[src/rtl/mem_arbiter_pkg.sv]
// Shared types and constants for the memory arbiter slice.
package mem_arb_pkg;

  typedef enum logic [1:0] {IDLE, ACCESS, WAIT, RESP} state_t;

  localparam int REQ_LOADER = 0;
  localparam int REQ_DATA   = 1;
  localparam int REQ_FETCH  = 2;

  // Index width that never collapses to zero bits for tiny counts.
  function automatic int idx_w(input int n);
    return (n <= 2) ? 1 : $clog2(n);
  endfunction

endpackage

[src/rtl/mem_arbiter_if.sv]
// Requester-side and memory-side bus of the arbiter; slave is the arbiter's view.
interface mem_arbiter_if #(
  parameter int N_REQ = 3,
  parameter int AW    = 8,
  parameter int DW    = 8
) ();

  logic [N_REQ-1:0]    req_valid;
  logic [N_REQ-1:0]    req_we;
  logic [N_REQ*AW-1:0] req_addr;
  logic [N_REQ*DW-1:0] req_wdata;
  logic [N_REQ-1:0]    req_ready;
  logic [N_REQ-1:0]    rsp_valid;
  logic [DW-1:0]       rsp_rdata;
  logic                mem_en;
  logic                mem_we;
  logic [AW-1:0]       mem_addr;
  logic [DW-1:0]       mem_wdata;
  logic [DW-1:0]       mem_rdata;
  logic                busy;

  modport slave (
    input  req_valid, req_we, req_addr, req_wdata, mem_rdata,
    output req_ready, rsp_valid, rsp_rdata, mem_en, mem_we, mem_addr, mem_wdata, busy
  );

  modport master (
    output req_valid, req_we, req_addr, req_wdata, mem_rdata,
    input  req_ready, rsp_valid, rsp_rdata, mem_en, mem_we, mem_addr, mem_wdata, busy
  );

endinterface

[src/rtl/mem_arbiter_rr_picker.sv]
// Combinational round-robin picker: first set request at or after ptr, wrapping.
module rr_picker
  import mem_arb_pkg::*;
#(
  parameter int N_REQ = 3,
  parameter int PW    = idx_w(N_REQ)
) (
  input  logic [N_REQ-1:0] req,
  input  logic [PW-1:0]    ptr,
  output logic [N_REQ-1:0] grant,
  output logic [PW-1:0]    idx,
  output logic             any_req
);

  always_comb begin
    int j;
    grant   = '0;
    idx     = '0;
    any_req = 1'b0;
    j       = 0;
    for (int k = 0; k < N_REQ; k++) begin
      j = int'(ptr) + k;
      if (j >= N_REQ) j = j - N_REQ;
      if (!any_req && req[j]) begin
        any_req  = 1'b1;
        grant[j] = 1'b1;
        idx      = PW'(j);
      end
    end
  end

endmodule

[src/rtl/mem_arbiter.sv]
// Round-robin arbiter sharing one single-port memory; one transaction in flight,
// fixed read latency MEM_LAT (>= 1).
module mem_arbiter
  import mem_arb_pkg::*;
#(
  parameter int N_REQ   = 3,
  parameter int AW      = 8,
  parameter int DW      = 8,
  parameter int MEM_LAT = 1
) (
  input  logic          clk,
  input  logic          nReset,
  mem_arbiter_if.slave  bus
);

  localparam int PW = idx_w(N_REQ);
  localparam int CW = idx_w(MEM_LAT);

  state_t           state, state_nxt;
  logic [PW-1:0]    ptr;
  logic [N_REQ-1:0] pick_grant;
  logic [PW-1:0]    g;
  logic             any_req;
  logic [N_REQ-1:0] grant_q;
  logic             we_q;
  logic [CW-1:0]    cnt;
  logic [DW-1:0]    rdata_q;
  logic             mem_en_r, mem_we_r;
  logic [AW-1:0]    mem_addr_r;
  logic [DW-1:0]    mem_wdata_r;

  rr_picker #(.N_REQ(N_REQ), .PW(PW)) u_pick (
    .req     (bus.req_valid),
    .ptr     (ptr),
    .grant   (pick_grant),
    .idx     (g),
    .any_req (any_req)
  );

  always_ff @(posedge clk or negedge nReset) begin
    if (!nReset) state <= IDLE;
    else         state <= state_nxt;
  end

  always_comb begin
    state_nxt = state;
    case (state)
      IDLE:    if (any_req) state_nxt = ACCESS;
      ACCESS:  state_nxt = WAIT;
      WAIT:    if (cnt == '0) state_nxt = RESP;
      RESP:    state_nxt = IDLE;
      default: state_nxt = IDLE;
    endcase
  end

  // Memory strobes are registered so they are clean for exactly the ACCESS cycle.
  always_ff @(posedge clk or negedge nReset) begin
    if (!nReset) begin
      ptr         <= '0;
      grant_q     <= '0;
      we_q        <= 1'b0;
      cnt         <= '0;
      rdata_q     <= '0;
      mem_en_r    <= 1'b0;
      mem_we_r    <= 1'b0;
      mem_addr_r  <= '0;
      mem_wdata_r <= '0;
    end else begin
      mem_en_r    <= 1'b0;
      mem_we_r    <= 1'b0;
      mem_addr_r  <= '0;
      mem_wdata_r <= '0;
      case (state)
        IDLE: begin
          if (any_req) begin
            grant_q     <= pick_grant;
            we_q        <= bus.req_we[g];
            ptr         <= (int'(g) == N_REQ - 1) ? '0 : g + PW'(1);
            mem_en_r    <= 1'b1;
            mem_we_r    <= bus.req_we[g];
            mem_addr_r  <= bus.req_addr[int'(g)*AW +: AW];
            mem_wdata_r <= bus.req_wdata[int'(g)*DW +: DW];
          end
        end
        ACCESS: cnt <= CW'(MEM_LAT - 1);
        WAIT: begin
          if (cnt != '0) cnt <= cnt - CW'(1);
          else           rdata_q <= we_q ? '0 : bus.mem_rdata;
        end
        default: ;
      endcase
    end
  end

  // Acceptance is suppressed while reset is held so every output reads 0.
  assign bus.req_ready = (state == IDLE && nReset) ? pick_grant : '0;
  assign bus.rsp_valid = (state == RESP) ? grant_q : '0;
  assign bus.rsp_rdata = (state == RESP) ? rdata_q : '0;
  assign bus.busy      = (state != IDLE);
  assign bus.mem_en    = mem_en_r;
  assign bus.mem_we    = mem_we_r;
  assign bus.mem_addr  = mem_addr_r;
  assign bus.mem_wdata = mem_wdata_r;

endmodule

[src/flat_wrapper.sv]
// flat-port wrapper written by rule: the top's interface ports become plain ports
module mem_arbiter_flat import mem_arb_pkg::*;
#(
  parameter int N_REQ   = 3,
  parameter int AW      = 8,
  parameter int DW      = 8,
  parameter int MEM_LAT = 1
)
  (clk, nReset, bus_req_valid, bus_req_we, bus_req_addr, bus_req_wdata, bus_mem_rdata, bus_req_ready, bus_rsp_valid, bus_rsp_rdata, bus_mem_en, bus_mem_we, bus_mem_addr, bus_mem_wdata, bus_busy);
  mem_arbiter_if #(.N_REQ(N_REQ), .AW(AW), .DW(DW)) bus_i ();
  input  logic clk;
  input  logic nReset;
  input wire logic [$bits(bus_i.req_valid)-1:0] bus_req_valid;
  input wire logic [$bits(bus_i.req_we)-1:0] bus_req_we;
  input wire logic [$bits(bus_i.req_addr)-1:0] bus_req_addr;
  input wire logic [$bits(bus_i.req_wdata)-1:0] bus_req_wdata;
  input wire logic [$bits(bus_i.mem_rdata)-1:0] bus_mem_rdata;
  output wire logic [$bits(bus_i.req_ready)-1:0] bus_req_ready;
  output wire logic [$bits(bus_i.rsp_valid)-1:0] bus_rsp_valid;
  output wire logic [$bits(bus_i.rsp_rdata)-1:0] bus_rsp_rdata;
  output wire logic [$bits(bus_i.mem_en)-1:0] bus_mem_en;
  output wire logic [$bits(bus_i.mem_we)-1:0] bus_mem_we;
  output wire logic [$bits(bus_i.mem_addr)-1:0] bus_mem_addr;
  output wire logic [$bits(bus_i.mem_wdata)-1:0] bus_mem_wdata;
  output wire logic [$bits(bus_i.busy)-1:0] bus_busy;
  assign bus_i.req_valid = bus_req_valid;
  assign bus_i.req_we = bus_req_we;
  assign bus_i.req_addr = bus_req_addr;
  assign bus_i.req_wdata = bus_req_wdata;
  assign bus_i.mem_rdata = bus_mem_rdata;
  assign bus_req_ready = bus_i.req_ready;
  assign bus_rsp_valid = bus_i.rsp_valid;
  assign bus_rsp_rdata = bus_i.rsp_rdata;
  assign bus_mem_en = bus_i.mem_en;
  assign bus_mem_we = bus_i.mem_we;
  assign bus_mem_addr = bus_i.mem_addr;
  assign bus_mem_wdata = bus_i.mem_wdata;
  assign bus_busy = bus_i.busy;
  mem_arbiter #(.N_REQ(N_REQ), .AW(AW), .DW(DW), .MEM_LAT(MEM_LAT)) u_core (.clk(clk), .nReset(nReset), .bus(bus_i));
endmodule
[config.mk]
export PLATFORM = sky130hd
export DESIGN_NAME = mem_arbiter_flat
export DESIGN_NICKNAME = d
export VERILOG_FILES = /design/src/rtl/mem_arbiter_pkg.sv /design/src/rtl/mem_arbiter_if.sv /design/src/rtl/mem_arbiter_rr_picker.sv /design/src/rtl/mem_arbiter.sv /design/src/flat_wrapper.sv
export SDC_FILE = /design/constraint.sdc
export NUM_CORES = 1
export LEC_CHECK = 0
export ABC_AREA = 1
export BUFFER_PORTS_ARGS = -buffer_cell sky130_fd_sc_hd__buf_2
export CORE_MARGIN = 3
export CORE_UTILIZATION = 40
export CTS_CLUSTER_SIZE = 20
export DETAILED_ROUTE_END_ITERATION = 16
export PLACE_DENSITY = 0.72
export SLEW_MARGIN = 15
export SYNTH_ARGS = -nofsm -noshare
export SYNTH_HDL_FRONTEND = slang
export SYNTH_SLANG_ARGS = --single-unit
[constraint.sdc]
create_clock -name clk -period 2.66 [get_ports clk]
set_input_delay 0.798 -clock clk [delete_from_list [all_inputs] [get_ports clk]]
set_output_delay 0.798 -clock clk [all_outputs]
set_load 0.02 [all_outputs]
# After elaboration in Yosys (flattened, before gate mapping)
# Cells that the tools add are included.
# W data, S select, Z words.
# word_totals
ram_bits	0
output_inout_bits	33
memories	0
latchBits	0
mem_bits_ro	0
elab_cells	99
regBits	35
inputBits	64
# op_classes
n_addsub	7
mul	0
shift	2
n_bitwise	3
div_mod_pow	0
n_mux	47
n_reduce_logical	14
eq_ne	6
order_cmp	10
# ops
operator	count
$ge A32 B1 Y1 const B	3
$lt A32 B4 Y1 const B	3
$mux W32	3
$mux W8	6
$shiftx A24 B6 Y8	2
$mux W1	18
$mux W3	5
$mux W2	6
$bmux W1 S2	4
$pmux W2 S4	1
$sub A3 B2 Y4 const B	2
$demux W1 S2	3
$eq A2 B2 Y1 const B	3
$ge A3 B2 Y1 const B	2
$logic_and A1 B1 Y1	6
$or A3 B3 Y3	2
$reduce_and A2 Y1	3
$reduce_bool A2 Y1	2
$add A2 B1 Y3 const B	1
$add A2 B2 Y3 const B	1
$lt A2 B3 Y1 const B	1
$sub A2 B2 Y3 const B	1
$add A2 B1 Y2 const B	1
$eq A2 B1 Y1 const B	1
8 further kinds	9

# Depth between registers and ports, before layout
# Gate-level depths: netlist (run 1).
# logic_depth
depth_word	16
mapped_depth	15
depth_no_buf	14

# Hierarchy
# A second synthesis (run 1) with hierarchy kept.
# unflattened
hier_cells	297
area_unflattened_um2	2085.8
# modules_own_cells
mod	seq_area_each_um2	instances	area_per_inst_um2	cells_per_inst
mem_arbiter	850.8	1	1757.9	233
rr_picker	0.0	1	327.8	64

# Worst setup path before layout (run 1)
# OpenSTA, ideal clock, no wires.
# synth_timing
path_type	input port to output port
startpoint	input port bus_req_valid[1]
endpoint	output port bus_req_ready[1]
arrival_time_ns	1.823
n_path_buf	0
required_ns	1.862
cell_stages	8
path_slack_ns	0.039
cell_sequence	nand2_1 > nand3_2 > nand2_4 > nand2_2 > nand2_1 > nand2_4 > and2_1 > nor2_1
# synth_between
elab_chain_len	11
elab_cells_between_ends	21
classes_between	mux (15); bitwise (2); reduce/logical (4)
# synth_lines
item	line	text
from (decl)	flat_wrapper.sv:13	input wire logic [$bits(bus_i.req_valid)-1:0] bus_req_valid;
$bmux W1 S2	mem_arbiter_rr_picker.sv:24	if (!any_req && req[j]) begin
$mux W1 (implied by the code) (2 in a row)	mem_arbiter_rr_picker.sv:24	
$mux W1	mem_arbiter_rr_picker.sv:24	
$logic_not A1 Y1	mem_arbiter_rr_picker.sv:24	
$logic_and A1 B1 Y1	mem_arbiter_rr_picker.sv:24	
$mux W1	mem_arbiter_rr_picker.sv:24	
$logic_not A1 Y1	mem_arbiter_rr_picker.sv:24	
$logic_and A1 B1 Y1	mem_arbiter_rr_picker.sv:24	
$mux W3 (*)	mem_arbiter_rr_picker.sv:24	
$mux W3 (*)	mem_arbiter.sv:96	assign bus.req_ready = (state == IDLE && nReset) ? pick_grant : '0;
to (decl)	flat_wrapper.sv:18	output wire logic [$bits(bus_i.req_ready)-1:0] bus_req_ready;
# Mark *: on every way between the ends. The rest lies on a longest branch, timed or not. The select of a mux whose other input is x is not followed.

# Worst setup path after layout (run 1)
# layout_timing
startpoint	register u_core.ptr[1]
endpoint	output port bus_req_ready[1]
# layout_between
elab_chain_len	13
elab_cells_between_ends	47
classes_between	add/sub (5); order compare (9); mux (24); bitwise (2); reduce/logical (7)
# layout_lines
item	line	text
from (decl)	mem_arbiter.sv:20	logic [PW-1:0] ptr;
from (signal assigned)	mem_arbiter.sv:78	ptr <= (int'(g) == N_REQ - 1) ? '0 : g + PW'(1);
branches (longest 11 deep; another with $ge A32 B1 Y1)	n/a	
$mux W3 (*)	mem_arbiter_rr_picker.sv:24	
$mux W3 (*)	mem_arbiter.sv:96	
# Every way passes the cells marked *. The select of a mux whose other input is x is not followed.

==> flow_metrics.tcl, run 1 <==
set metrics [dict create \
    status "complete, but fails checks" \
    violations "negative setup slack" \
    ir_worst_vdd_mv 0.5290 \
    sw_frac_of_total_pct 49.63 \
    drive_above_1_share_pct 45.43 \
    synth_area_per_cell_sq_um 7.437 \
    cts_buffer_depth 2 \
    area_delta_synth_final_pct 50.12 \
    grt_pass1_wl_mm 9.315 \
    fill_cells 443 \
    finalCritPeriodShare_pct 104.2 \
    required_ns 1.86 \
    worstSetupEndpointType "output port" \
    cpMostUsedCell "nand2_2" \
    worst_setup_path_start_kind "register" \
    crit_fanout 5 \
    synth-simple-area-share_pct 40.41 \
    fin_setup_tns_ns -0.2797 \
    ys_ff_latch 34 \
    grt_antenna_before_repair 0 \
    worstPathCellList "ha_4 > inv_4 > nand2_2 > nand3_2 > nand2_2 > nand2_2 > inv_2 > nand3_2 > and2_4 > nor2_2 > buf_6" \
    hp-class "reg2reg" \
    p_seq_share_pct 18.0 \
    layout.nets 486 \
    final_common_cell "buf_2" \
    cellLeakagePower_nw 1.877 \
    hold-worst-slack_ns 0.4939 \
    gp_congestion 0.8188 \
    synthAdderAreaFrac_pct 4.118 \
    slew_headroom_pct 65.91 \
    synth-xor-area-share_pct 0 \
    top_usage_layer "met2" \
    clock_latency_ns 0.28 \
    period_minus_slack_ns 2.772 \
    num_vias 2311 \
    yosysTopAreaCellShare_pct 40.00 \
    grt_use_total_pct 18.85 \
    vias_per_cell 4.785 \
    drt-pass1-iter-count 5 \
    cp.arrival_ns 1.97 \
    crit_path_top_delay_cell "dfrtp_2" \
    pwr-share-clk_pct 9.3 \
    grt.overflow.total 0 \
    combPwrFrac_pct 72.6 \
    rsz0062_at_grt "yes" \
    path_clk_slew_ns 0.07 \
    ioPinCount 97 \
    synth_top_family_by_area "simple AND/OR/NAND/NOR gates" \
    fmaxAchievable_mhz 360.7 \
    drv_slew 0 \
    switchingPower_mw 2.110 \
    h-tree-depth 2 \
    synth_fp_nets 357 \
    design_area_sq_mm 0.003193 \
    place_area_sq_mm 0.002738 \
    fin_ws_ns -0.1123 \
    hold_violations 0 \
    final_cell_mix "buf_2 (93), nand2_1 (91), nand3_1 (46)" \
    syn_area_sq_mm 0.002127 \
    met2_usage_pct 32.00 \
    synth.distinct_cells 28 \
    grt_pass1_vias 2003 \
    yosysWarnings 0 \
    synth_mux_area_share_pct 0 \
    syn_inst 286 \
    root_buffer "clkbuf_8" \
    grt_max_degree 35 \
    p_int_mw 2.141 \
    cts_num_sinks 34 \
    core-area_sq_mm 0.004942 \
    cts_hold_buf 0 \
    tightestPinTransition_ns 0.5075 \
    cts_buffers 5 \
    synth_compound_area_share_pct 5.882 \
    crit_type "reg2out" \
    ant_nets 0 \
    place.detailed.hpwl_mm 4.109 \
    cts_tree "built" \
    dieWidth_um 78.92 \
    dieArea_sq_mm 0.006228 \
    dpl.cell_count 454 \
    final-instance-count-excl-fill 483 \
    skew_ns 0.004837 \
    powerDensity_mw_per_mm2 1331 \
    max_cap_viol_count 0 \
    die_h_um 78.92 \
    setup_viol 3 \
    drc_errors 0 \
    io_buffers 96 \
    synth.area.top_cells "dfrtp_1 (40%), nand2_1 (17%), nand3_1 (12%)" \
    p_total_mw 4.251 \
    rows 25 \
    first_iter_violations 104 \
    wl_mm 6.379 \
    max_stage_delay_ns 0.45 \
    grtUsageMet1_pct 23.82 \
    use_met3_pct 4.535 \
    wl_per_cell_um 13.21 \
    synth_area_leader_cell "dfrtp_1" \
    seq_area_frac_synth_pct 40.00 \
    initial_utilization_pct 43.04 \
    diodes 0 \
    final_core_util_pct 64.61 \
    pre_cts_ws_ns -0.01262 \
]
worst max-delay path, delay by kind of cell (launching register included):
kind / cells / cell delay (ns)
AND/OR/NAND/NOR: 7 / 0.64
adder cells (fa/ha/maj): 1 / 0.34
flip-flops: 1 / 0.45
buffers and inverters: 3 / 0.24
worst paths after layout:
path | endpoint | cells after the start | startpoint | slack, ns
hold / removal | u_core.grant_q[1] | 2 | u_core.grant_q[1] | 0.49
setup reg to reg | u_core.bus.mem_wdata[0] | 17 | u_core.ptr[0] | 0.21
min in group asynchronous | u_core.ptr[0] | 2 | nReset | 0.57
hold reg to reg | u_core.grant_q[1] | 2 | u_core.grant_q[1] | 0.49
max in group asynchronous | u_core.ptr[1] | 2 | nReset | 1.77
setup / recovery | bus_req_ready[1] | 11 | u_core.ptr[1] | -0.11
Yosys cell counts:
cell type and n:
nand2_1 99, nand3_1 50, dfrtp_1 34, inv_1 32, o21ai_0 15, nor2_1 8
ha_1 7, nand2_4 6, inv_2 5, clkbuf_1 3, nand3_2 3, a21oi_1 2
buf_2 2, buf_4 2, buf_6 2, nand2_2 2, nor2_8 2, nor3_1 2
a21boi_0 1, a31oi_1 1, and2_1 1, inv_4 1, nand4_2 1, nand4_4 1
nor3b_1 1, o21ai_1 1, o21ai_2 1, o22ai_2 1
sequential cells by signal, summed over array words and instances, names as in the netlist:
| signal | cells |
|---|---|
| u_core.bus.mem_addr | 8 |
| u_core.bus.mem_en | 1 |
| u_core.grant_q | 3 |
| u_core.ptr | 2 |
| u_core.we_q | 1 |
| u_core.rdata_q | 8 |
| u_core.state | 2 |
| u_core.bus.mem_we | 1 |
| u_core.bus.mem_wdata | 8 |
kinds of logic after synthesis:
family | count (synthesis)
compound gates | 22
fa+ha+maj | 7
buf+inv | 47
flops | 34
simple gates | 176
routing by layer:
| layer | wire length [um] | vias up | part of all wire (%) |
|---|---|---|---|
| met5 | 0 | - | 0 |
| met4 | 104 | 0 | 1.6 |
| li1 | - | 1162 | - |
| met2 | 3147 | 100 | 49 |
| met3 | 476 | 11 | 7.5 |
| met1 | 2651 | 1038 | 42 |
timing repair:
action	4_1_cts	5_1_grt
setup endpoints to repair	3	22
buffers inserted	10	11
resized for setup	21	29
pin swaps	6	13
power by group through the flow:
stage	registers [mW]	clock network, mW	logic (mW)
floorplan	0.826	0	1.68
global placement	0.763	0	2.30
detailed placement	0.769	0	2.34
CTS	0.760	0.410	2.59
global route	0.784	0.430	3.39
finish	0.767	0.396	3.09
layout make-up:
class / count / area [sq um] / area share, %
clock inverter: 2 / 12.51 / 0.3918
timing repair buffer: 131 / 778.2 / 24.37
clock buffer: 6 / 82.58 / 2.586
multi-input combinational: 205 / 1231 / 38.56
inverter: 38 / 152.6 / 4.781
sequential: 34 / 852.1 / 26.68
tap: 67 / 83.83 / 2.625
Note: power is estimated with default switching activity, not from simulation.
==> run 2: changes to the inputs <==
- BUFFER_PORTS_ARGS: -buffer_cell sky130_fd_sc_hd__buf_2 -> default
- DONT_BUFFER_PORTS: default -> 1
- PLACE_DENSITY: 0.72 -> default
- PLACE_DENSITY_LB_ADDON: default -> 0.25
- SLEW_MARGIN: 15 -> 20
==> flow_metrics.tcl, run 2 (synthesis results as in run 1) <==
set metrics [dict create \
    fin_ws_ns -0.07158 \
    drt-pass1-iter-count 4 \
    final_cell_mix "nand2_1 (92), nand3_1 (46), dfrtp_1 (33)" \
    wl_mm 5.444 \
    crit_type "reg2out" \
    gp_congestion 0.8750 \
    rows 25 \
    vias_per_cell 5.084 \
    final-instance-count-excl-fill 370 \
    required_ns 1.86 \
    skew_ns 0.006119 \
    hold_violations 0 \
    ir_worst_vdd_mv 0.6043 \
    root_buffer "clkbuf_8" \
    dpl.cell_count 350 \
    dieWidth_um 78.92 \
    slew_headroom_pct 68.03 \
    grt_pass1_wl_mm 8.721 \
    io_buffers 0 \
    initial_utilization_pct 43.04 \
    fin_setup_tns_ns -0.1709 \
    violations "negative setup slack" \
    die_h_um 78.92 \
    period_minus_slack_ns 2.732 \
    grt_max_degree 36 \
    ioPinCount 97 \
    cts_num_sinks 34 \
    drc_errors 0 \
    cts_tree "built" \
    dieArea_sq_mm 0.006228 \
    diodes 0 \
    ant_nets 0 \
    clock_latency_ns 0.28 \
    rsz0062_at_grt "yes" \
    fmaxAchievable_mhz 366.1 \
    worst_setup_path_start_kind "register" \
    final_common_cell "nand2_1" \
    drv_slew 0 \
    worstSetupEndpointType "output port" \
    max_cap_viol_count 0 \
    hold-worst-slack_ns 0.2001 \
    grt.overflow.total 0 \
    powerDensity_mw_per_mm2 1473 \
    grt_pass1_vias 1814 \
    setup_viol 3 \
    place.detailed.hpwl_mm 3.663 \
    first_iter_violations 64 \
    cellLeakagePower_nw 1.363 \
    path_clk_slew_ns 0.07 \
    num_vias 1881 \
    h-tree-depth 2 \
    drive_above_1_share_pct 24.09 \
    tightestPinTransition_ns 0.4795 \
    finalCritPeriodShare_pct 102.7 \
    cts_buffer_depth 2 \
    grt_antenna_before_repair 0 \
    cp.arrival_ns 1.93 \
    grt_use_total_pct 17.75 \
    layout.nets 373 \
    area_delta_synth_final_pct 19.35 \
    cts_buffers 5 \
    status "complete, but fails checks" \
    crit_fanout 6 \
    wl_per_cell_um 14.71 \
    hp-class "in2async" \
    core-area_sq_mm 0.004942 \
]
-- run 2: layer usage --
layer / up-vias / GRT usage [%] / routed length [um]
li1: 937 / - / -
met1: 850 / 21.09 / 2291
met2: 83 / 30.14 / 2646
met3: 11 / 4.535 / 387
met4: 0 / 8.076 / 118
met5: - / 0 / 0
-- run 2: repair_timing --
| item | 4_1_cts | 5_1_grt |
|---|---|---|
| endpoints found under the setup margin | 3 | 3 |
| resized for setup | 26 | 16 |
| setup buffers | 11 | 1 |
| hold buffers | 0 | 0 |
| pin swaps | 5 | 7 |
| hold endpoints to repair | 0 | 0 |
-- run 2: path summary, 6_finish.rpt --
check | end | cells after the start | slack, ns | startpoint
max in group asynchronous | u_core.ptr[1] | 0 | 2.36 | nReset
max reg2reg | u_core.we_q | 13 | 0.41 | u_core.ptr[1]
min | u_core.grant_q[0] | 0 | 0.20 | nReset
min reg2reg | u_core.grant_q[0] | 2 | 0.50 | u_core.grant_q[0]
max | bus_req_ready[1] | 11 | -0.07 | u_core.ptr[1]
min in group clk | u_core.grant_q[0] | 2 | 0.50 | u_core.grant_q[0]
-- run 2: critical path: stages, from the launching register on --
cell and delay (ns):
dfrtp_2 0.44, ha_4 0.33, inv_4 0.06, nand2_2 0.07, nand3_2 0.10, nand2_4 0.11
nand2_4 0.07, nand2_4 0.06, nand2_4 0.04, and2_4 0.15, nor2_2 0.09, buf_6 0.13
-- run 2: cell type report --
| class | instances | area [sq um] |
|---|---|---|
| Clock buffer | 6 | 82.58 |
| Fill cell | 497 | 2404 |
| Timing Repair Buffer | 18 | 142.6 |
| Multi-Input combinational cell | 205 | 1212 |
| Clock inverter | 2 | 12.51 |
| Sequential cell | 34 | 852.1 |
| Inverter | 38 | 152.6 |
| Tap cell | 67 | 83.83 |
-- run 2: report_power, final --
part / internal [mW] / switching (mW)
registers: 0.692 / 0.155
logic: 0.895 / 1.60
clock network: 0.208 / 0.189
-- run 2: stage by stage --
| stage | util, % | instance area [sq um] | power [mW] | worst slack (ns) |
|---|---|---|---|---|
| after floorplan | - | 2127 | 2.504 | 0.03894 |
| after global placement | 44.46 | 2197 | 2.800 | 0.07538 |
| after detailed placement | 44.46 | 2197 | 2.826 | -0.01713 |
| after CTS | 49.80 | 2461 | 3.564 | -0.04133 |
| after global routing | 51.37 | 2539 | 4.090 | -0.1582 |
| final | 51.37 | 2539 | 3.740 | -0.07158 |
